==> src/rtl/i2c_apb_regs.sv <==
// i2c_apb_regs: APB3 register bank in front of the i2c core.
// Holds control, interrupt, address, threshold and bus-timing registers.
module i2c_apb_regs #(
    parameter logic [31:0] TIMING_RST   = 32'd250,
    parameter logic [13:0] DEBOUNCE_RST = 14'd4
) (
    input  logic        clk,
    input  logic        rstn,
    input  logic        psel,
    input  logic        penable,
    input  logic        pwrite,
    input  logic [6:0]  paddr,
    input  logic [31:0] pwdata,
    output logic [31:0] prdata,
    output logic        pready,
    output logic        pslverr,
    output logic        irq,
    output logic [7:0]  cr,
    input  logic [7:0]  cr_clr,
    input  logic [6:0]  cr_set,
    input  logic [7:0]  sr,
    input  logic [7:0]  irq_req,
    output logic        tx_fifo_wr,
    output logic [9:0]  tx_fifo_din,
    input  logic [4:0]  tx_fifo_ocy,
    input  logic [4:0]  rx_fifo_ocy,
    output logic        rx_fifo_rd,
    input  logic [7:0]  rx_fifo_dout,
    output logic [6:0]  slv_adr,
    output logic [4:0]  rx_fifo_pirq,
    output logic [13:0] debounce_cnt,
    output logic [31:0] tsusta,
    output logic [31:0] thdsta,
    output logic [31:0] tsusto,
    output logic [31:0] tsudat,
    output logic [31:0] thddat,
    output logic [31:0] tlow,
    output logic [31:0] thigh,
    output logic [31:0] tbuf
);

    localparam logic [4:0] A_GIE   = 5'd0;
    localparam logic [4:0] A_ISR   = 5'd1;
    localparam logic [4:0] A_IER   = 5'd2;
    localparam logic [4:0] A_SOFTR = 5'd3;
    localparam logic [4:0] A_CR    = 5'd4;
    localparam logic [4:0] A_SR    = 5'd5;
    localparam logic [4:0] A_TXF   = 5'd6;
    localparam logic [4:0] A_RXF   = 5'd7;
    localparam logic [4:0] A_ADR   = 5'd8;
    localparam logic [4:0] A_TXO   = 5'd9;
    localparam logic [4:0] A_RXO   = 5'd10;
    localparam logic [4:0] A_PIRQ  = 5'd11;
    localparam logic [4:0] A_DEB   = 5'd12;
    localparam logic [4:0] A_TIM0  = 5'd13;
    localparam logic [4:0] A_TIM7  = 5'd20;

    logic              gie_q, gie_d;
    logic [7:0]        isr_q, isr_d;
    logic [7:0]        ier_q, ier_d;
    logic [7:0]        cr_q, cr_d;
    logic [6:0]        adr_q, adr_d;
    logic [4:0]        pirq_q, pirq_d;
    logic [13:0]       deb_q, deb_d;
    logic [7:0][31:0]  tim_q, tim_d;
    logic              irq_q, irq_d;

    logic              we, re;
    logic [4:0]        widx, toff;
    logic [2:0]        tidx;
    logic              is_tim;
    logic              rd_ok, wr_ok, wr_hit;
    logic [31:0]       rd_val;
    logic              soft_rst;
    logic [7:0]        cr_base, w1c;
    logic              unused_ok;

    assign we        = psel & penable & pwrite;
    assign re        = psel & penable & ~pwrite;
    assign widx      = paddr[6:2];
    assign toff      = widx - A_TIM0;
    assign tidx      = toff[2:0];
    assign is_tim    = (widx >= A_TIM0) && (widx <= A_TIM7);
    assign unused_ok = ^{paddr[1:0], toff[4:3]};

    // Address decode: legality of each direction and the read mux.
    always_comb begin
        rd_ok  = 1'b0;
        wr_ok  = 1'b0;
        rd_val = '0;
        if (is_tim) begin
            rd_ok  = 1'b1;
            wr_ok  = 1'b1;
            rd_val = tim_q[tidx];
        end else begin
            case (widx)
                A_GIE:   begin rd_ok = 1'b1; wr_ok = 1'b1; rd_val = {gie_q, 31'd0}; end
                A_ISR:   begin rd_ok = 1'b1; wr_ok = 1'b1; rd_val = {24'd0, isr_q}; end
                A_IER:   begin rd_ok = 1'b1; wr_ok = 1'b1; rd_val = {24'd0, ier_q}; end
                A_SOFTR: wr_ok = (pwdata[3:0] == 4'hA);
                A_CR:    begin rd_ok = 1'b1; wr_ok = 1'b1; rd_val = {24'd0, cr_q}; end
                A_SR:    begin rd_ok = 1'b1; rd_val = {24'd0, sr}; end
                A_TXF:   wr_ok = ~sr[4];
                A_RXF:   begin rd_ok = ~sr[6]; rd_val = {24'd0, rx_fifo_dout}; end
                A_ADR:   begin rd_ok = 1'b1; wr_ok = 1'b1; rd_val = {24'd0, adr_q, 1'b0}; end
                A_TXO:   begin rd_ok = 1'b1; rd_val = {27'd0, tx_fifo_ocy}; end
                A_RXO:   begin rd_ok = 1'b1; rd_val = {27'd0, rx_fifo_ocy}; end
                A_PIRQ:  begin rd_ok = 1'b1; wr_ok = 1'b1; rd_val = {27'd0, pirq_q}; end
                A_DEB:   begin rd_ok = 1'b1; wr_ok = 1'b1; rd_val = {18'd0, deb_q}; end
                default: ;
            endcase
        end
    end

    assign wr_hit      = we & wr_ok;
    assign soft_rst    = wr_hit && (widx == A_SOFTR);
    assign prdata      = (re && rd_ok) ? rd_val : 32'd0;
    assign pslverr     = (re && !rd_ok) || (we && !wr_ok);
    assign pready      = 1'b1;
    assign tx_fifo_wr  = wr_hit && (widx == A_TXF);
    assign tx_fifo_din = tx_fifo_wr ? pwdata[9:0] : 10'd0;
    assign rx_fifo_rd  = re && rd_ok && (widx == A_RXF);

    // Next register state: bus writes, hardware set/clear, sticky ISR, soft reset.
    always_comb begin
        gie_d   = gie_q;
        ier_d   = ier_q;
        adr_d   = adr_q;
        pirq_d  = pirq_q;
        deb_d   = deb_q;
        tim_d   = tim_q;
        cr_base = (wr_hit && widx == A_CR) ? pwdata[7:0] : cr_q;
        cr_d    = (cr_base & ~cr_clr) | {1'b0, cr_set};
        w1c     = (wr_hit && widx == A_ISR) ? pwdata[7:0] : 8'd0;
        isr_d   = (isr_q & ~w1c) | irq_req;
        irq_d   = gie_q & |(isr_q & ier_q);
        if (wr_hit) begin
            if (is_tim) begin
                tim_d[tidx] = pwdata;
            end else begin
                case (widx)
                    A_GIE:   gie_d  = pwdata[31];
                    A_IER:   ier_d  = pwdata[7:0];
                    A_ADR:   adr_d  = pwdata[7:1];
                    A_PIRQ:  pirq_d = pwdata[4:0];
                    A_DEB:   deb_d  = pwdata[13:0];
                    default: ;
                endcase
            end
        end
        if (soft_rst) begin
            gie_d  = 1'b0;
            isr_d  = 8'd0;
            ier_d  = 8'd0;
            cr_d   = 8'd0;
            adr_d  = 7'd0;
            pirq_d = 5'd0;
            deb_d  = DEBOUNCE_RST;
            tim_d  = {8{TIMING_RST}};
            irq_d  = 1'b0;
        end
    end

    // Register state with asynchronous reset.
    always_ff @(posedge clk or negedge rstn) begin
        if (!rstn) begin
            gie_q  <= 1'b0;
            isr_q  <= 8'd0;
            ier_q  <= 8'd0;
            cr_q   <= 8'd0;
            adr_q  <= 7'd0;
            pirq_q <= 5'd0;
            deb_q  <= DEBOUNCE_RST;
            tim_q  <= {8{TIMING_RST}};
            irq_q  <= 1'b0;
        end else begin
            gie_q  <= gie_d;
            isr_q  <= isr_d;
            ier_q  <= ier_d;
            cr_q   <= cr_d;
            adr_q  <= adr_d;
            pirq_q <= pirq_d;
            deb_q  <= deb_d;
            tim_q  <= tim_d;
            irq_q  <= irq_d;
        end
    end

    assign irq          = irq_q;
    assign cr           = cr_q;
    assign slv_adr      = adr_q;
    assign rx_fifo_pirq = pirq_q;
    assign debounce_cnt = deb_q;
    assign tsusta       = tim_q[0];
    assign thdsta       = tim_q[1];
    assign tsusto       = tim_q[2];
    assign tsudat       = tim_q[3];
    assign thddat       = tim_q[4];
    assign tlow         = tim_q[5];
    assign thigh        = tim_q[6];
    assign tbuf         = tim_q[7];

endmodule
==> config.mk <==
export PLATFORM = sky130hd
export DESIGN_NAME = i2c_apb_regs
export DESIGN_NICKNAME = d
export VERILOG_FILES = /design/src/rtl/i2c_apb_regs.sv
export SDC_FILE = /design/constraint.sdc
export NUM_CORES = 1
export LEC_CHECK = 0
export CAP_MARGIN = 30
export CORE_MARGIN = 5
export CORE_UTILIZATION = 53
export DETAILED_ROUTE_END_ITERATION = 8
export PLACE_DENSITY = 0.9
export SYNTH_ARGS = -nofsm -noshare
export SYNTH_HDL_FRONTEND = slang
export SYNTH_SLANG_ARGS = --single-unit
==> constraint.sdc <==
create_clock -name clk -period 5.2 [get_ports clk]
set_clock_uncertainty 0.15 [all_clocks]
set_input_delay 0.78 -clock clk [delete_from_list [all_inputs] [get_ports clk]]
set_output_delay 0.78 -clock clk [all_outputs]
set_load 0.005 [all_outputs]
# Yosys cells after proc, flatten, opt, wreduce, memory -nomap -nowiden

Cells that the tools add are included.

Multiply operators: 0
Reductions and logical operators: 30
Divide/modulo/power cells: 0
Add/subtract/negate cells: 1
Equality and inequality tests: 14
$lt $le $gt $ge: 4
Bitwise operators: 15
Shift operators: 0
Mux-type cells: 41

Operators with widths:

| operator                                                              | count |
|---|---|
| 256-bit two-way mux                                                   | 3 |
| 32-bit one-hot mux with 11 select lines                               | 1 |
| 256-bit bitwise mux                                                   | 1 |
| 32-bit two-way mux                                                    | 4 |
| 32-bit binary-select mux with 3-bit select                            | 1 |
| 32-bit demux with 3-bit select                                        | 1 |
| 8-bit two-way mux                                                     | 8 |
| 14-bit two-way mux                                                    | 4 |
| 7-bit two-way mux                                                     | 4 |
| 5-bit by 4-bit equality test with 1-bit output, second input constant | 5 |
| 8-bit AND                                                             | 3 |
| 5-bit by 3-bit equality test with 1-bit output, second input constant | 4 |
| 5-bit two-way mux                                                     | 4 |
| 8-bit NOT                                                             | 2 |
| 3-bit AND reduction                                                   | 5 |
| 2-bit nonzero test                                                    | 7 |
| 5-bit by 2-bit equality test with 1-bit output, second input constant | 2 |
| 1-bit logical AND                                                     | 10 |
| 10-bit two-way mux                                                    | 1 |
| 10-bit OR reduction                                                   | 1 |
| 8-bit by 7-bit OR with 8-bit output                                   | 1 |
| 8-bit OR                                                              | 1 |
| 8-bit OR reduction                                                    | 1 |
| 1-bit two-way mux                                                     | 7 |
| 17 further kinds                                                      | 24 |

Flip-flop bits (word level): 308
RAM bits: 0
Bits in read-only memories: 0
Output and inout port bits: 337
Memories kept: 0
Logic and storage cells: 121
Latch bits: 0

# Longest topological paths before layout

Gate-level depths: netlist of the first run.

Depth in word-level cells: 11
Mapped depth: 13

# Worst setup path before layout of the first run

No wires, ideal clock.

Path type: input port to output port
From: input paddr[2]
To: output prdata[7]
Arrival: 3.229 ns
Setup slack: 1.041 ns
Cell stages on the path: 11
Required time: 4.270 ns
Buffers on the path: 6
Cells stage by stage: buf_2 > inv_1 > buf_1 > ha_1 > buf_2 > clkbuf_1 > clkbuf_1 > buf_1 > nand2_1 > and3_1 > a311oi_1

Cells in the longest elaborated chain, start to end: 6
Elaborated cells between the ends (all ways): 24
Those cells by class: add/sub: 1; order compare: 2; eq/ne: 10; mux: 7; reduce/logical: 4

Ends and longest elaborated chain:

| element                                                  | line | source |
|---|---|---|
| start, declared                                          | 12   | `input logic [6:0] paddr,` |
| branches (longest 5 deep; another with 3-bit subtractor) | n/a  |  |
| 32-bit two-way mux *                                     | 117  | `assign prdata = (re && rd_ok) ? rd_val : 32'd0;` |
| end, declared                                            | 14   | `output logic [31:0] prdata,` |

Mark *: on every way between the ends. The select of a mux whose other input is x is not followed.

# Final worst setup path of the first run

From: input paddr[4]
To: output prdata[2]

The elaborated chain is that of the path after synthesis.

==> key figures, run 1 <==
Status
  – Status: finished, final reports clean

CTS
  – Hold buffers post-CTS: 0
  – Maximum clock path buffer count: 3
  – Latest clock arrival within the worst-skew pair: between 500 and 600 ps
  – Post_cts resized: 0
  – Clk slew on worst S/H paths: 50 ps
  – Clk sink count: 308
  – CTS tree: built
  – Root Driver: clkbuf_16
  – Post-CTS setup buffer count: 0
  – H-tree depth: 2
  – TritonCTS buffer count: 35

Synthesis
  – Synthesis Warnings: 0
  – Yosys top cell by area: dfrtp_1
  – Syn nets: about 2000
  – Async set-reset flop share out of synthesis: 100.0%
  – Largest cells by area after synthesis: dfrtp_1, nand2_1, dfstp_2
  – Syn avg cell area: around 8.6 um2
  – Post-synth EDFFs: 0
  – Most frequent cells after synthesis: nand2_1, dfrtp_1, a21oi_1, clkbuf_1, nand3_1
  – Post-Syn Instances: 1868
  – Synth unique cells: 67
  – Seq/Total Area, Yosys: 48.57%
  – Yosys reg bits: slightly above 300
  – Count leader, synth: nand2_1
  – Ys flop type: dfrtp_1
  – Synth top area share: 40.52%
  – Post-Syn Area: approximately 16000 um2

Pwr
  – Pwr/cell area: about 320 nW/um2
  – Worst vdd ir: approximately 0.28 mV
  – Pwr Total: between 7 and 8 mW
  – LEAKAGE: ~9.0 nW

Drt
  – Residual DRC count: 0
  – ANT nets after route: 0
  – Iter 0 DRT Violations: 2259
  – DR WL/cell: 26.18 um
  – Final wirelength: between 60 and 70 mm
  – Total number of vias: around 17000
  – DRT Pass-1 Iters: 6
  – Via density: 6.470

Critical path
  – CP arrival: 4060 ps
  – CP Max Fanout: 11
  – Largest stage delay on the critical path: roughly 680 ps
  – Cell with the largest stage delay on the worst path: clkdlybuf4s50_1
  – Largest delay share family, worst path: buffers and inverters
  – Critical setup path kind: input pin to output port
  – Crit. End Element: output port
  – Most used cell along the critical path: clkdlybuf4s50_1
  – Req. time, crit path: 4270 ps
  – Flop-to-flop setup slack: around 4000 ps
  – Buf/Inv on CP: 3
  – Worst path cell trace: clkdlybuf4s50_1 -> buf_4 -> nor2_1 -> o21ai_0 -> and3_1 -> a211o_1 -> a221oi_1 -> clkdlybuf4s50_1
  – Reg2reg end: irq
  – Startpoint Class: input pin
  – Worst reg2reg path startpoint: isr_q[1]
  – R2R cell count: 3

Global route
  – GRT Util Overall: about two fifths
  – Pin count of the biggest net entering global routing: slightly below 100
  – Vias in the first global route: 17420
  – Grt total ovfl: 0
  – Initial antenna violation count: 0
  – First-pass GRT wire length: slightly above 100 mm

Floorplan
  – Top Ports: 430
  – # rows: 63
  – Die Wd: 183.7 um
  – Initial cell density of the core: a little over half
  – Chip height: about 180 um
  – Die area: between 30000 and 40000 um2
  – Core area: roughly 30000 um2

Cells and area
  – Design Area, Final: around 22000 um2
  – Ant. Diodes: 0
  – Share of layout cells above drive strength 1: between 10% and 20%
  – Multi-input gate area: about 7400 um2
  – Filler cells: just over 2000
  – Area Overhead vs Synth: 36.52%
  – Post-layout util: roughly three quarters
  – Reg area: approximately 7800 um2
  – Layout Cells excl Fill: 2649
  – Layout Nets: about 2300

STA
  – RSZ-0062 raised after global routing: false
  – Final Cycle Share: between 90 and 100%
  – Final setup margin: between 200 and 250 ps
  – Slew Limit Fails: 0
  – Worst-Margin Slew: 1045 ps
  – Max Clk Rate: 200.5 MHz
  – Final min period: roughly 5000 ps
  – Final Setup Violations: 0
  – Post-route setup TNS: 0 ps
  – Hold slack: roughly 140 ps
  – Final hold vios: 0
  – Slew margin rel.: a little under a third

Placed design
  – Post-DP HPWL: 47.04 mm
  – Final Wtd Congestion: ~0.94
  – Post-DP Area: between 20000 and 25000 um2
  – IO buf count: 426
  – Pre-CTS WS: around 300 ps
  – Placed insts: between 2000 and 3000

Worst hold path
  – Hold crit path type: input pin to asynchronous set/reset pin

Job
  – Max_cap viols: 0
-- worst max path at each step --
stage	start	to	slack (ps)	depth (start not counted)
final	paddr[4]	prdata[2]	210	8
after detailed placement	paddr[4]	prdata[2]	300	8
after global placement	paddr[4]	prdata[2]	350	8
after global routing	paddr[4]	prdata[2]	70	8
after CTS	paddr[4]	prdata[2]	300	8
after floorplan	paddr[2]	prdata[7]	1040	11
-- per-layer routing --
metal  share of wire [%]  track usage, %
met5                   0               0
met4                 7.2           22.98
met2                  46           62.83
met3                  13           11.28
met1                  34           49.31
-- worst register-to-register path, delay by kind of cell (launching register included) --
family | cells | cell delay (ps)
DFF | 1 | 430
AOI/OAI and AO/OA | 1 | 220
and+or+nand+nor | 2 | 310
-- final cells by class --
class | instances | share of cell area, %
inverter | 8 | 0.1375
clock buffer | 57 | 4.991
sequential | 308 | 35.58
clock inverter | 6 | 0.3323
timing repair buffer | 512 | 22.91
tap | 390 | 2.235
multi-input combinational | 1368 | 33.81
-- power by group --
group	internal, mW	leakage, nW	switching [mW]	total [mW]
Sequential	2.72	3.97	0.278	2.99
Combinational	0.816	4.49	0.718	1.53
Clock	1.49	0.568	1.03	2.51
-- cell families (layout without fill, tap and decap cells) --
logic type / count (synthesis) / after routing / share of synthesized area [%]
xor gates and xnor gates: 2 / 2 / 0.1565
muxes: 80 / 80 / 6.430
adders and majority gates: 5 / 5 / 0.3911
DFF: 308 / 308 / 48.57
AOI/OAI and AO/OA: 402 / 402 / 15.20
and+or+nand+nor: 878 / 878 / 23.29
buffers and inverters: 192 / 583 / 5.938
other: 1 / 1 / 0.02345
-- flip-flops by register name (all words and copies together), names as in the netlist --
signal        cells
tbuf             32
thddat           32
thdsta           32
thigh            32
tlow             32
tsudat           32
tsusta           32
tsusto           32
debounce_cnt     14
cr                8
ier_q             8
isr_q             8
slv_adr           7
rx_fifo_pirq      5
gie_q             1
irq               1
-- cell usage in the layout (no fill, tap or decap), types with 11 or more instances in the layout --
| cell | Yosys | routed |
|---|---|---|
| a211oi_1 | 11 | 11 |
| a21oi_1 | 237 | 237 |
| a22o_1 | 11 | 11 |
| a22oi_1 | 16 | 16 |
| and2_1 | 12 | 12 |
| buf_4 | 2 | 79 |
| clkbuf_16 | 0 | 36 |
| clkbuf_8 | 0 | 11 |
| clkdlybuf4s50_1 | 0 | 424 |
| dfrtp_1 | 259 | 259 |
| dfstp_2 | 49 | 49 |
| mux2_2 | 22 | 22 |
| mux2i_1 | 42 | 42 |
| mux4_2 | 16 | 16 |
| nand2_1 | 625 | 625 |
| nand3_1 | 72 | 71 |
| nor2_1 | 45 | 45 |
| nor2b_1 | 25 | 24 |
| nor3_1 | 46 | 41 |
| o21ai_0 | 36 | 36 |
| o22ai_1 | 14 | 14 |
(Power assumes the default switching activity.)
==> run 2, diff against run 1 <==
- CTS_CLUSTER_DIAMETER: unset -> 30
==> key figures, run 2 (synthesized netlist as in run 1, its figures left out) <==
Status
  – Status: finished, final reports clean (unchanged)

Placed design
  – Post-DP Area: 20670 um2 (unchanged)
  – Post-DP HPWL: 47.04 mm (unchanged)
  – Final Wtd Congestion: 0.9391 (unchanged)
  – Placed insts: 2586 (unchanged)
  – IO buf count: 426 (unchanged)

Floorplan
  – Core area: 29720 um2 (unchanged)
  – Chip height: 183.7 um (unchanged)
  – Initial cell density of the core: 53.82% (unchanged)
  – Die area: 33750 um2 (unchanged)
  – # rows: 63 (unchanged)
  – Top Ports: 430 (unchanged)
  – Die Wd: 183.7 um (unchanged)

Critical path
  – CP arrival: 4160 ps (was 4060 ps)
  – Critical setup path kind: input pin to output port (unchanged)
  – CP Max Fanout: 23 (was 11)
  – Crit. End Element: output port (unchanged)
  – Req. time, crit path: 4270 ps (about the same)
  – Startpoint Class: input pin (unchanged)

CTS
  – H-tree depth: 3 (was 2)
  – Latest clock arrival within the worst-skew pair: 550 ps (was 520 ps)
  – Clk slew on worst S/H paths: 40 ps (was 50 ps)
  – Maximum clock path buffer count: 3 (unchanged)
  – Clk sink count: 308 (unchanged)
  – TritonCTS buffer count: 69 (was 35)
  – CTS tree: built (unchanged)
  – Root Driver: clkbuf_16 (unchanged)
  – Post-CTS setup buffer count: 0 (unchanged)
  – Post_cts resized: 0 (unchanged)
  – Hold buffers post-CTS: 0 (unchanged)

STA
  – Slew Limit Fails: 0 (unchanged)
  – Final hold vios: 0 (unchanged)
  – Post-route setup TNS: 0 ps (unchanged)
  – RSZ-0062 raised after global routing: false (unchanged)
  – Max Clk Rate: 196.6 MHz (was 200.5 MHz)
  – Final Cycle Share: 97.83% (was 95.91%)
  – Worst-Margin Slew: 1086 ps (was 1045 ps)
  – Final min period: 5087 ps (was 4987 ps)
  – Final Setup Violations: 0 (unchanged)
  – Slew margin rel.: 27.59% (was 30.31%)

Cells and area
  – Share of layout cells above drive strength 1: 13.43% (was 11.20%)
  – Ant. Diodes: 0 (unchanged)
  – Area Overhead vs Synth: 43.82% (was 36.52%)
  – Layout Cells excl Fill: 2706 (was 2649)
  – Commonest non-fill, non-tap cell in the layout: nand2_1 (unchanged)
  – Most frequent cells in the layout: nand2_1, clkdlybuf4s50_1, dfrtp_1 (unchanged)
  – Design Area, Final: 23000 um2 (was 21840 um2)
  – Layout Nets: 2365 (was 2331)

Job
  – Max_cap viols: 0 (unchanged)

Drt
  – Final wirelength: 71.56 mm (was 69.35 mm)
  – DRT Pass-1 Iters: 7 (was 6)
  – Iter 0 DRT Violations: 2316 (was 2259)
  – Via density: 6.499 (was 6.470)
  – ANT nets after route: 0 (unchanged)
  – Total number of vias: 17590 (was 17140)
  – Residual DRC count: 0 (unchanged)
  – DR WL/cell: 26.45 um (was 26.18 um)

Pwr
  – LEAKAGE: 9.585 nW (was 9.030 nW)
  – Pwr/cell area: 388.4 nW/um2 (was 322.4 nW/um2)
  – Worst vdd ir: 0.2929 mV (was 0.2788 mV)

Global route
  – Vias in the first global route: 18130 (was 17420)
  – First-pass GRT wire length: 107.1 mm (was 103.9 mm)
  – GRT Util Overall: 41.16% (was 39.82%)
  – Grt total ovfl: 0 (unchanged)
  – Initial antenna violation count: 0 (unchanged)
  – Pin count of the biggest net entering global routing: 99 (unchanged)

Worst hold path
  – Hold crit path type: input pin to asynchronous set/reset pin (unchanged)
run 2: cell types whose count changed in the layout (fill, tap and decap cells not counted):
| cell | previous run | this run |
|---|---|---|
| clkbuf_16 | 36 | 70 |
| bufinv_16 | 1 | 8 |
| clkinvlp_4 | 1 | 7 |
| inv_6 | 1 | 7 |
| clkbuf_8 | 11 | 6 |
| clkinv_2 | 2 | 7 |
| clkinv_4 | 0 | 4 |
| clkbuf_1 | 10 | 9 |
| inv_16 | 0 | 1 |
run 2: cell type report:
type                    count  area [um2]
multi-input cells        1368        7383
flip-flops and latches    308        7769
repair buffers            512        5004
inverters                   8       30.03
well taps                 390       488.0
clock buffers              85        1868
clock inverters            35       460.4
fillers                  1889        6715
run 2: metrics by stage:
step                      power, mW  worst slack, ps  utilization, %  hold slack [ps]
final                         8.934            112.7           77.40            119.6
after global routing          9.191            12.52           77.40            182.6
after CTS                     8.900            244.6           77.40            124.9
after detailed placement      4.522            303.2           69.57            336.3
after global placement        4.471            346.8           69.53            330.9
after floorplan               3.529             1041               -            328.4
run 2: worst max-delay path, cell delays in order:
cell and delay [ps]:
clkdlybuf4s50_1 470, inv_1 160, ha_1 320, xor2_4 520
buf_4 390, a2111oi_0 140, a21oi_1 190, o221ai_1 180
a211oi_1 420, clkdlybuf4s50_1 580
run 2: worst paths after layout:
check / startpoint / end / slack [ps] / cells after the start
worst max-delay path: paddr[3] / prdata[21] / 110 / 10
worst min-delay path: rstn / thigh[31] / 120 / 1
worst max register to register: isr_q[1] / irq / 3950 / 3
worst min register to register: thigh[1] / thigh[1] / 340 / 2
max in group asynchronous: rstn / tsudat[24] / 3580 / 2
min in group clk: thigh[1] / thigh[1] / 340 / 2
run 2: where the power goes:
part / internal (mW) / total (mW) / leakage, nW / switching (mW)
Combinational: 0.816 / 1.55 / 4.49 / 0.735
Sequential: 2.72 / 3.01 / 3.97 / 0.283
Clock: 2.95 / 4.38 / 1.12 / 1.42
run 2: layer usage:
metal / share of wire [%] / GRT usage, % / up-vias
met2: 45 / 64.23 / 1623
met3: 14 / 14.09 / 415
li1: - / - / 7209
met5: 0 / 0 / -
met4: 7.3 / 25.47 / 0
met1: 33 / 49.23 / 8340
==> run 3, diff against run 2 <==
- CORE_UTILIZATION: 53 -> 54
- CTS_BUF_LIST: unset -> sky130_fd_sc_hd__clkbuf_8
- GPL_ROUTABILITY_DRIVEN: unset -> 0
- PLACE_DENSITY: 0.9 -> 0.91
==> key figures, run 3 (synthesized netlist as in run 1, its figures left out) <==
Status
  – Status: finished, final reports clean (unchanged)

STA
  – Final Cycle Share: 96.58% (was 97.83%)
  – Worst-Margin Slew: 1033 ps (was 1086 ps)
  – Max Clk Rate: 199.1 MHz (was 196.6 MHz)
  – Final hold vios: 0 (unchanged)
  – Post-route setup TNS: 0 ps (unchanged)
  – Final min period: 5022 ps (was 5087 ps)
  – Slew Limit Fails: 0 (unchanged)
  – RSZ-0062 raised after global routing: false (unchanged)
  – Final Setup Violations: 0 (unchanged)
  – Slew margin rel.: 31.15% (was 27.59%)

Floorplan
  – # rows: 63 (unchanged)
  – Die Wd: 182.1 um (was 183.7 um)
  – Initial cell density of the core: 54.25% (was 53.82%)
  – Top Ports: 430 (unchanged)
  – Chip height: 182.1 um (was 183.7 um)
  – Core area: 29480 um2 (was 29720 um2)
  – Die area: 33160 um2 (was 33750 um2)

Drt
  – DRT Pass-1 Iters: 8 (was 7)
  – DR WL/cell: 25.84 um (was 26.45 um)
  – Residual DRC count: 0 (unchanged)
  – Final wirelength: 70.11 mm (was 71.56 mm)
  – Via density: 6.470 (was 6.499)
  – Total number of vias: 17550 (was 17590)
  – ANT nets after route: 0 (unchanged)
  – Iter 0 DRT Violations: 2696 (was 2316)

Global route
  – Initial antenna violation count: 0 (unchanged)
  – GRT Util Overall: 41.20% (was 41.16%)
  – Vias in the first global route: 18020 (was 18130)
  – Grt total ovfl: 0 (unchanged)
  – Pin count of the biggest net entering global routing: 134 (was 99)
  – First-pass GRT wire length: 105.9 mm (was 107.1 mm)

Pwr
  – Pwr/cell area: 348.3 nW/um2 (was 388.4 nW/um2)
  – LEAKAGE: 9.279 nW (was 9.585 nW)
  – Worst vdd ir: 0.2715 mV (was 0.2929 mV)

Critical path
  – CP Max Fanout: 42 (was 23)
  – Startpoint Class: input pin (unchanged)
  – Crit. End Element: output port (unchanged)
  – Critical setup path kind: input pin to output port (unchanged)
  – Req. time, crit path: 4270 ps (about the same)
  – CP arrival: 4090 ps (was 4160 ps)

Job
  – Max_cap viols: 0 (unchanged)

CTS
  – CTS tree: built (unchanged)
  – Latest clock arrival within the worst-skew pair: 580 ps (was 550 ps)
  – Clk sink count: 308 (unchanged)
  – Root Driver: clkbuf_8 (was clkbuf_16)
  – Clk slew on worst S/H paths: 60 ps (was 40 ps)
  – Hold buffers post-CTS: 0 (unchanged)
  – H-tree depth: 3 (unchanged)
  – TritonCTS buffer count: 72 (was 69)
  – Maximum clock path buffer count: 3 (unchanged)

Cells and area
  – Share of layout cells above drive strength 1: 13.78% (was 13.43%)
  – Multi-input gate area: 7383 um2 (unchanged)
  – Design Area, Final: 22280 um2 (was 23000 um2)
  – Most frequent cells in the layout: nand2_1, clkdlybuf4s50_1, dfrtp_1 (unchanged)
  – Ant. Diodes: 0 (unchanged)
  – Filler cells: 1891 (was 1889)
  – Post-layout util: 75.58% (was 77.40%)
  – Layout Nets: 2362 (was 2365)
  – Reg area: 7769 um2 (unchanged)
  – Layout Cells excl Fill: 2713 (was 2706)
  – Area Overhead vs Synth: 39.31% (was 43.82%)
  – Commonest non-fill, non-tap cell in the layout: nand2_1 (unchanged)

Worst hold path
  – Hold crit path type: input pin to asynchronous set/reset pin (unchanged)

Placed design
  – Post-DP HPWL: 46.47 mm (was 47.04 mm)
  – Placed insts: 2577 (was 2586)
  – Post-DP Area: 20590 um2 (was 20670 um2)
  – IO buf count: 426 (unchanged)
==> run 3: changes by cell type in the layout (fill, tap and decap cells not counted), sizes merged <==
cell / previous run / this run
clkinv: 12 / 17
buf: 88 / 82
inv: 16 / 23
clkinvlp: 7 / 11
clkbuf: 85 / 82
==> run 3: power breakdown <==
part           internal, mW  total [mW]  switching [mW]  leakage, nW
combinational         0.816        1.56           0.742         4.46
sequential             2.72        2.99           0.271         3.97
clock                  1.90        3.21            1.31        0.852
==> run 3: metal layers <==
metal  wire length (um)  GRT usage, %
met1              22230         48.39
met2              31590         64.53
met3              10470         14.43
met4               5833         26.48
met5                  0             0
==> run 3: timing repair <==
item,CTS,global route
endpoints found under the setup margin,0,1
resized for setup,0,0
setup buffers,0,3
==> run 3: area by class of cell <==
type                            count  area share (%)
Sequential cell                   308           34.87
Multi-Input combinational cell   1368           33.14
Timing Repair Buffer              506           22.18
Clock buffer                       82           5.065
Clock inverter                     51           2.426
Tap cell                          390           2.190
Inverter                            8          0.1348
==> run 3: final timing paths <==
| path | start | endpoint | slack, ps | cells after the start |
|---|---|---|---|---|
| worst max register to register | isr_q[1] | irq | 3980 | 3 |
| worst min register to register | thdsta[5] | thdsta[5] | 350 | 2 |
| min in group clk | thdsta[5] | thdsta[5] | 350 | 2 |
| worst min-delay path | rstn | tbuf[28] | 80 | 1 |
| worst max-delay path | paddr[3] | prdata[6] | 180 | 10 |
| max in group asynchronous | rstn | tlow[29] | 3430 | 2 |
==> run 3: critical path: stages <==
cell,delay [ps]
clkdlybuf4s50_1,540
inv_1,120
ha_4,410
buf_4,500
mux2i_1,170
mux4_2,480
o21ai_0,250
o21ai_0,150
nor2_1,140
clkdlybuf4s50_1,530
==> run 3: per-stage QoR <==
step	hold slack (ps)	setup WS [ps]	power, mW
3_5_place_dp	340.9	132.3	4.519
5_1_grt	135.2	82.48	8.005
3_3_place_gp	330.8	187.9	4.459
6_report	81.14	177.7	7.760
4_1_cts	107.9	130.1	7.709
2_1_floorplan	328.4	1041	3.529
==> patch 1: new RTL, flow settings as in run 1 <==
Reset style: synchronous (`rstn`), changed in one clocked block. Comments in the files are not updated.
--- a/src/rtl/i2c_apb_regs.sv
+++ b/src/rtl/i2c_apb_regs.sv
@@ -162,7 +162,7 @@
     end
 
     // Register state with asynchronous reset.
-    always_ff @(posedge clk or negedge rstn) begin
+    always_ff @(posedge clk) begin
         if (!rstn) begin
             gie_q  <= 1'b0;
             isr_q  <= 8'd0;
Behaviour: not the same (a bounded check fails within 4 cycles, from zero or initial values and one cycle with rstn low; the reset may be asserted at any time).
==> patch 1 against run 1 <==
Critical path depth is 1 higher. Worst setup slack worse by 48 ps. Area after synthesis decreased by 11%. Sequential cell count unchanged. Register-to-register slack improved by 50 ps. Wire length shrank 4.2%. Cell area is 8.7% lower. Die area shrank 11%.
Power is not compared: it rests on default switching activity, and its combinational part moved more than twofold at a synthesized area within 25%.
==> patch 1: results (changes against run 1) <==
## GRT
* **Global Route Usage Sum** 41.68%, +1.9 points
* **pin count of the biggest net entering global routing** 92, -7.1%
* **number of antenna violations at the first check in global routing** 0, unchanged
* **number of global-route vias before repair** 16,260, -6.7%
* **global-route wire length before repair** 98.68 mm, -5.0%

## Place
* **placed standard-cell area** 18,810 um2, -9.0%
* **Port-buffer cells** 426, unchanged
* **GPL Wtd Cong** 0.9826, +4.6%
* **detailed placement HPWL** 45.75 mm, -2.7%

## Layout
* **fraction of layout cells with a size suffix above 1** 8.977%, -2.2 points
* **Syn-to-layout area delta** 40.73%
* **NumNets Final** 2,305, -1.1%
* **Filler cells** 1,872, -9.3%
* **ant diodes** 0, unchanged

## Synthesis
* **top cells by count, synth** sky130_fd_sc_hd__nand2_1, sky130_fd_sc_hd__dfxtp_1, sky130_fd_sc_hd__a21oi_1, sky130_fd_sc_hd__nand3_1, sky130_fd_sc_hd__buf_2
* **synth unique cells** 64, -4.5%
* **number of warnings reported in the yosys synthesis log** 0, unchanged
* **Net Count, Synth** 1,931, -1.8%
* **largest cells by area after synthesis** sky130_fd_sc_hd__dfxtp_1, sky130_fd_sc_hd__nand2_1, sky130_fd_sc_hd__a21oi_1
* **Seq/Total Area, Yosys** 43.55%, -5.0 points
* **asr flop ratio synth** 0%, -100 points
* **Main synth FF type** sky130_fd_sc_hd__dfxtp_1

## Critical path
* **family with the most delay on the worst path** buffers and inverters
* **Max stage delay on crit path** 590 ps, -90 ps
* **Critical Path Fanout Max** 25, +14
* **data arrival time of the critical path** 4100 ps, +40 ps

## Drt
* **number of detailed-routing iterations run before antenna repair** 8, +2
* **DRC violation total after the first TritonRoute iteration** 2,480, +9.8%
* **wire length after detailed routing** 66.41 mm, -4.2%
* **vias per cell** 6.481, +0.18%

## Clock tree
* **number of buffers created by CTS** 34, -2.9%
* **root buffer selected by CTS** sky130_fd_sc_hd__clkbuf_16
* **# resized after CTS** 0, unchanged
* **Worst-Skew Late Latency** 520 ps, about the same
* **H-tree levels** 2, unchanged

## Hold path
* **Hold Path Class** reg -> reg

## Status
* **run status** completed

## Power and ir drop
* **worst supply voltage drop on vdd** 238.0 uV

## Timing
* **pin slew with the least headroom to its limit** 1034 ps, -11.55 ps

==> patch 1: per-stage QoR <==
step	worst slack (ps)	total power [W]	std cells
CTS	271.7	0.005409	2563
detailed placement	330.0	0.003009	2506
floorplan	1214	0.002735	1833
global route	113.0	0.005545	2563
finish	165.2	0.005437	2563
global placement	350.2	0.003002	2506
==> patch 1: worst paths after layout <==
kind	startpoint	to	slack, ps	cells after the start
setup / recovery	paddr[3]	prdata[14]	170	9
hold / removal	debounce_cnt[4]$_SDFFE_PP0P_	debounce_cnt[4]$_SDFFE_PP0P_	320	2
setup reg to reg	ier_q[3]$_SDFFE_PP0P_	irq$_SDFF_PP0_	4020	3
hold reg to reg	debounce_cnt[4]$_SDFFE_PP0P_	debounce_cnt[4]$_SDFFE_PP0P_	320	2
==> patch 1: cells by family after synthesis <==
family / Yosys count / share of synthesized area, %
and+or+nand+nor: 824 / 24.63
AOI/OAI and AO/OA: 436 / 18.36
DFF: 308 / 43.55
buffers and inverters: 180 / 5.841
muxes: 77 / 6.848
adders and majority gates: 5 / 0.4418
xor gates and xnor gates: 2 / 0.3093
other: 1 / 0.02648
==> patch 1: power breakdown <==
group	switching, W	internal (W)	total (W)
logic	0.000379	0.000220	0.000599
clock network	0.000973	0.00148	0.00245
registers	0.0000149	0.00237	0.00239
==> patch 1: area by class of cell <==
cell class,instances,share of cell area [%]
clock buffers,47,4.973
well taps,335,2.103
inverters,8,0.1507
repair buffers,510,24.79
clock inverters,10,0.6467
multi-input cells,1345,36.39
flip-flops and latches,308,30.94
==> patch 1: per-layer routing <==
layer,global-route usage [%],routed length [um],vias to the layer above
met2,66.92,29460,1512
li1,-,-,7016
met5,0,0,-
met1,48.79,22350,7663
met3,13.20,9271,420
met4,25.27,5326,0
==> patch 2: new RTL, settings of run 1 <==
Without the edit above. Set the parameter `TIMING_RST` to 32'd125 (it was 32'd250).
--- a/src/rtl/i2c_apb_regs.sv
+++ b/src/rtl/i2c_apb_regs.sv
@@ -1,7 +1,7 @@
 // i2c_apb_regs: APB3 register bank in front of the i2c core.
 // Holds control, interrupt, address, threshold and bus-timing registers.
 module i2c_apb_regs #(
-    parameter logic [31:0] TIMING_RST   = 32'd250,
+    parameter logic [31:0] TIMING_RST   = 32'd125,
     parameter logic [13:0] DEBOUNCE_RST = 14'd4
 ) (
     input  logic        clk,
Formal check against the unedited RTL: not equivalent (Yosys sat finds a counterexample within 4 cycles, from zero or initial values and one cycle with rstn low).
==> patch 2 against run 1 <==
The run now ends with DRC left. Worst setup slack worse by 26 ps. Area after synthesis increased by 0.82%. Sequential share of layout area is 0.12 points lower. First-iteration DRC count shrank 4.3%. Sequential cell count stayed put. Total power decreased by 0.36%. Wire length increased by 0.31%. Cell area up 0.35%. Critical path type unchanged. Critical endpoint is now prdata[16]. Largest cell class unchanged. Largest power group unchanged.
==> patch 2: results (changes against run 1) <==
## Clock tree
* **Worst-Skew Late Latency** 520 ps, about the same
* **# resized after CTS** 0, unchanged
* **number of buffers created by CTS** 34, -2.9%
* **CTS clk-pin slew, worst paths** 60 ps
* **root buffer selected by CTS** sky130_fd_sc_hd__clkbuf_16
* **Setup Fix Bufs, Post-CTS** 0, unchanged
* **buffers from clock root to sink, at most** 3, unchanged
* **H-tree levels** 2, unchanged

## Critical path
* **cell with the largest stage delay on the worst path** sky130_fd_sc_hd__a2111oi_0
* **r2r setup slk** 3950 ps, -20 ps
* **Max stage delay on crit path** 790 ps, +110 ps
* **endpoint of the lowest-slack register-to-register path** irq$_DFF_PN0_
* **reg-to-reg critical path startpoint** ier_q[6]$_DFFE_PN0P_
* **Critical Path Fanout Max** 44, +33
* **family with the most delay on the worst path** buffers and inverters
* **Worst Reg-to-Reg Cells** 3, unchanged
* **data arrival time of the critical path** 4080 ps, +20 ps

## Timing
* **Post-Route Hold Slack** 144.3 ps, +2.101 ps
* **pin slew with the least headroom to its limit** 1086 ps, +40.68 ps

## Synthesis
* **number of warnings reported in the yosys synthesis log** 0, unchanged
* **XOR/XNOR Fraction of Synth Area** 0.2095%, +0.053 points
* **asr flop ratio synth** 100.0%, unchanged
* **post-synthesis compound-gate area fraction** 15.68%, +0.48 points
* **synth unique cells** 70, +4.5%
* **top cells by count, synth** sky130_fd_sc_hd__nand2_1, sky130_fd_sc_hd__dfrtp_1, sky130_fd_sc_hd__a21oi_1, sky130_fd_sc_hd__clkbuf_1, sky130_fd_sc_hd__nand3_1
* **largest cells by area after synthesis** sky130_fd_sc_hd__dfrtp_1, sky130_fd_sc_hd__nand2_1, sky130_fd_sc_hd__a21oi_1
* **Net Count, Synth** 2,043, +3.9%
* **multiplexer fraction of the synthesized cell area** 4.935%, -1.5 points
* **adder-cell share of the synthesized area** 0.3880%, -0.0032 points
* **Seq/Total Area, Yosys** 48.18%, -0.40 points

## Place
* **GPL Wtd Cong** 1.001, +6.6%
* **placed standard-cell area** 20,740 um2, +0.34%
* **Port-buffer cells** 426, unchanged
* **detailed placement HPWL** 46.99 mm, about the same

## Drt
* **drt drc** 1, +1
* **number of detailed-routing iterations run before antenna repair** 8, +2
* **wire length after detailed routing** 69.56 mm, +0.31%
* **vias per cell** 6.399, -1.1%
* **DRC violation total after the first TritonRoute iteration** 2,162, -4.3%

## Layout
* **ant diodes** 0, unchanged
* **fraction of layout cells with a size suffix above 1** 9.675%, -1.5 points
* **Filler cells** 2,158, +4.5%
* **NumNets Final** 2,381, +2.1%

## Hold path
* **Hold Path Class** in -> async

## GRT
* **number of global-route vias before repair** 17,320, -0.60%
* **pin count of the biggest net entering global routing** 115, +16%
* **global-route wire length before repair** 104.6 mm, +0.64%
* **number of antenna violations at the first check in global routing** 1, +1
* **Global Route Usage Sum** 39.87%, +0.044 points

## Status
* **violated checks** DRC
* **run status** finished, violations left

## Power and ir drop
* **Power Internal** 0.005012 W, -0.10%
* **Leakage** 9.069 nW, +0.43%
* **worst supply voltage drop on vdd** 272.2 uV, -2.4%

patch 2: cell count changes after synthesis, sizes merged, moves of 12 or more:
| cell | change |
|---|---|
| nor2b | -16 |
| nand2 | +61 |
| a21oi | +21 |
| o211ai | +17 |
| clkbuf | +22 |
| o21ai | -15 |
| buf | -15 |
| nand3 | +12 |
| nor3 | +15 |
| mux2 | -12 |
patch 2: worst max path at each step:
stage             start  cells after the start  slack (ps)    endpoint
2_1_floorplan  paddr[2]                     11         730   prdata[7]
3_3_place_gp   paddr[3]                      8         370     pslverr
3_5_place_dp   paddr[3]                      9         300  prdata[16]
4_1_cts        paddr[3]                      9         250  prdata[16]
5_1_grt        paddr[3]                      9          50  prdata[16]
6_report       paddr[3]                      9         190  prdata[16]
patch 2: final cells by class:
class                           instances  area, um2  area share (%)
Timing Repair Buffer                  493       4903           22.38
Sequential cell                       308       7769           35.45
Multi-Input combinational cell       1431       7528           34.36
Inverter                               15      56.30          0.2570
Tap cell                              390      488.0           2.227
Clock inverter                          9      128.9          0.5881
Clock buffer                           49       1039           4.739
patch 2: through the flow:
step / setup slack [ps] / std cells
floorplan: 733.5 / 1945
global placement: 367.4 / 2633
detailed placement: 302.7 / 2637
CTS: 253.8 / 2695
global route: 50.80 / 2695
finish: 186.9 / 2695
patch 2: power by group through the flow:
stage	combinational, W	clock, W	sequential (W)
4_1_cts	0.00150	0.00255	0.00295
6_report	0.00151	0.00255	0.00296
3_3_place_gp	0.00144	0	0.00298
3_5_place_dp	0.00148	0	0.00298
2_1_floorplan	0.000566	0	0.00293
5_1_grt	0.00162	0.00265	0.00298
patch 2: per-layer routing:
metal / global-route usage [%] / routed length (um)
met2: 63.35 / 31760
met4: 20.82 / 4507
met3: 12.45 / 9363
met1: 49.07 / 23920
met5: 0 / 13
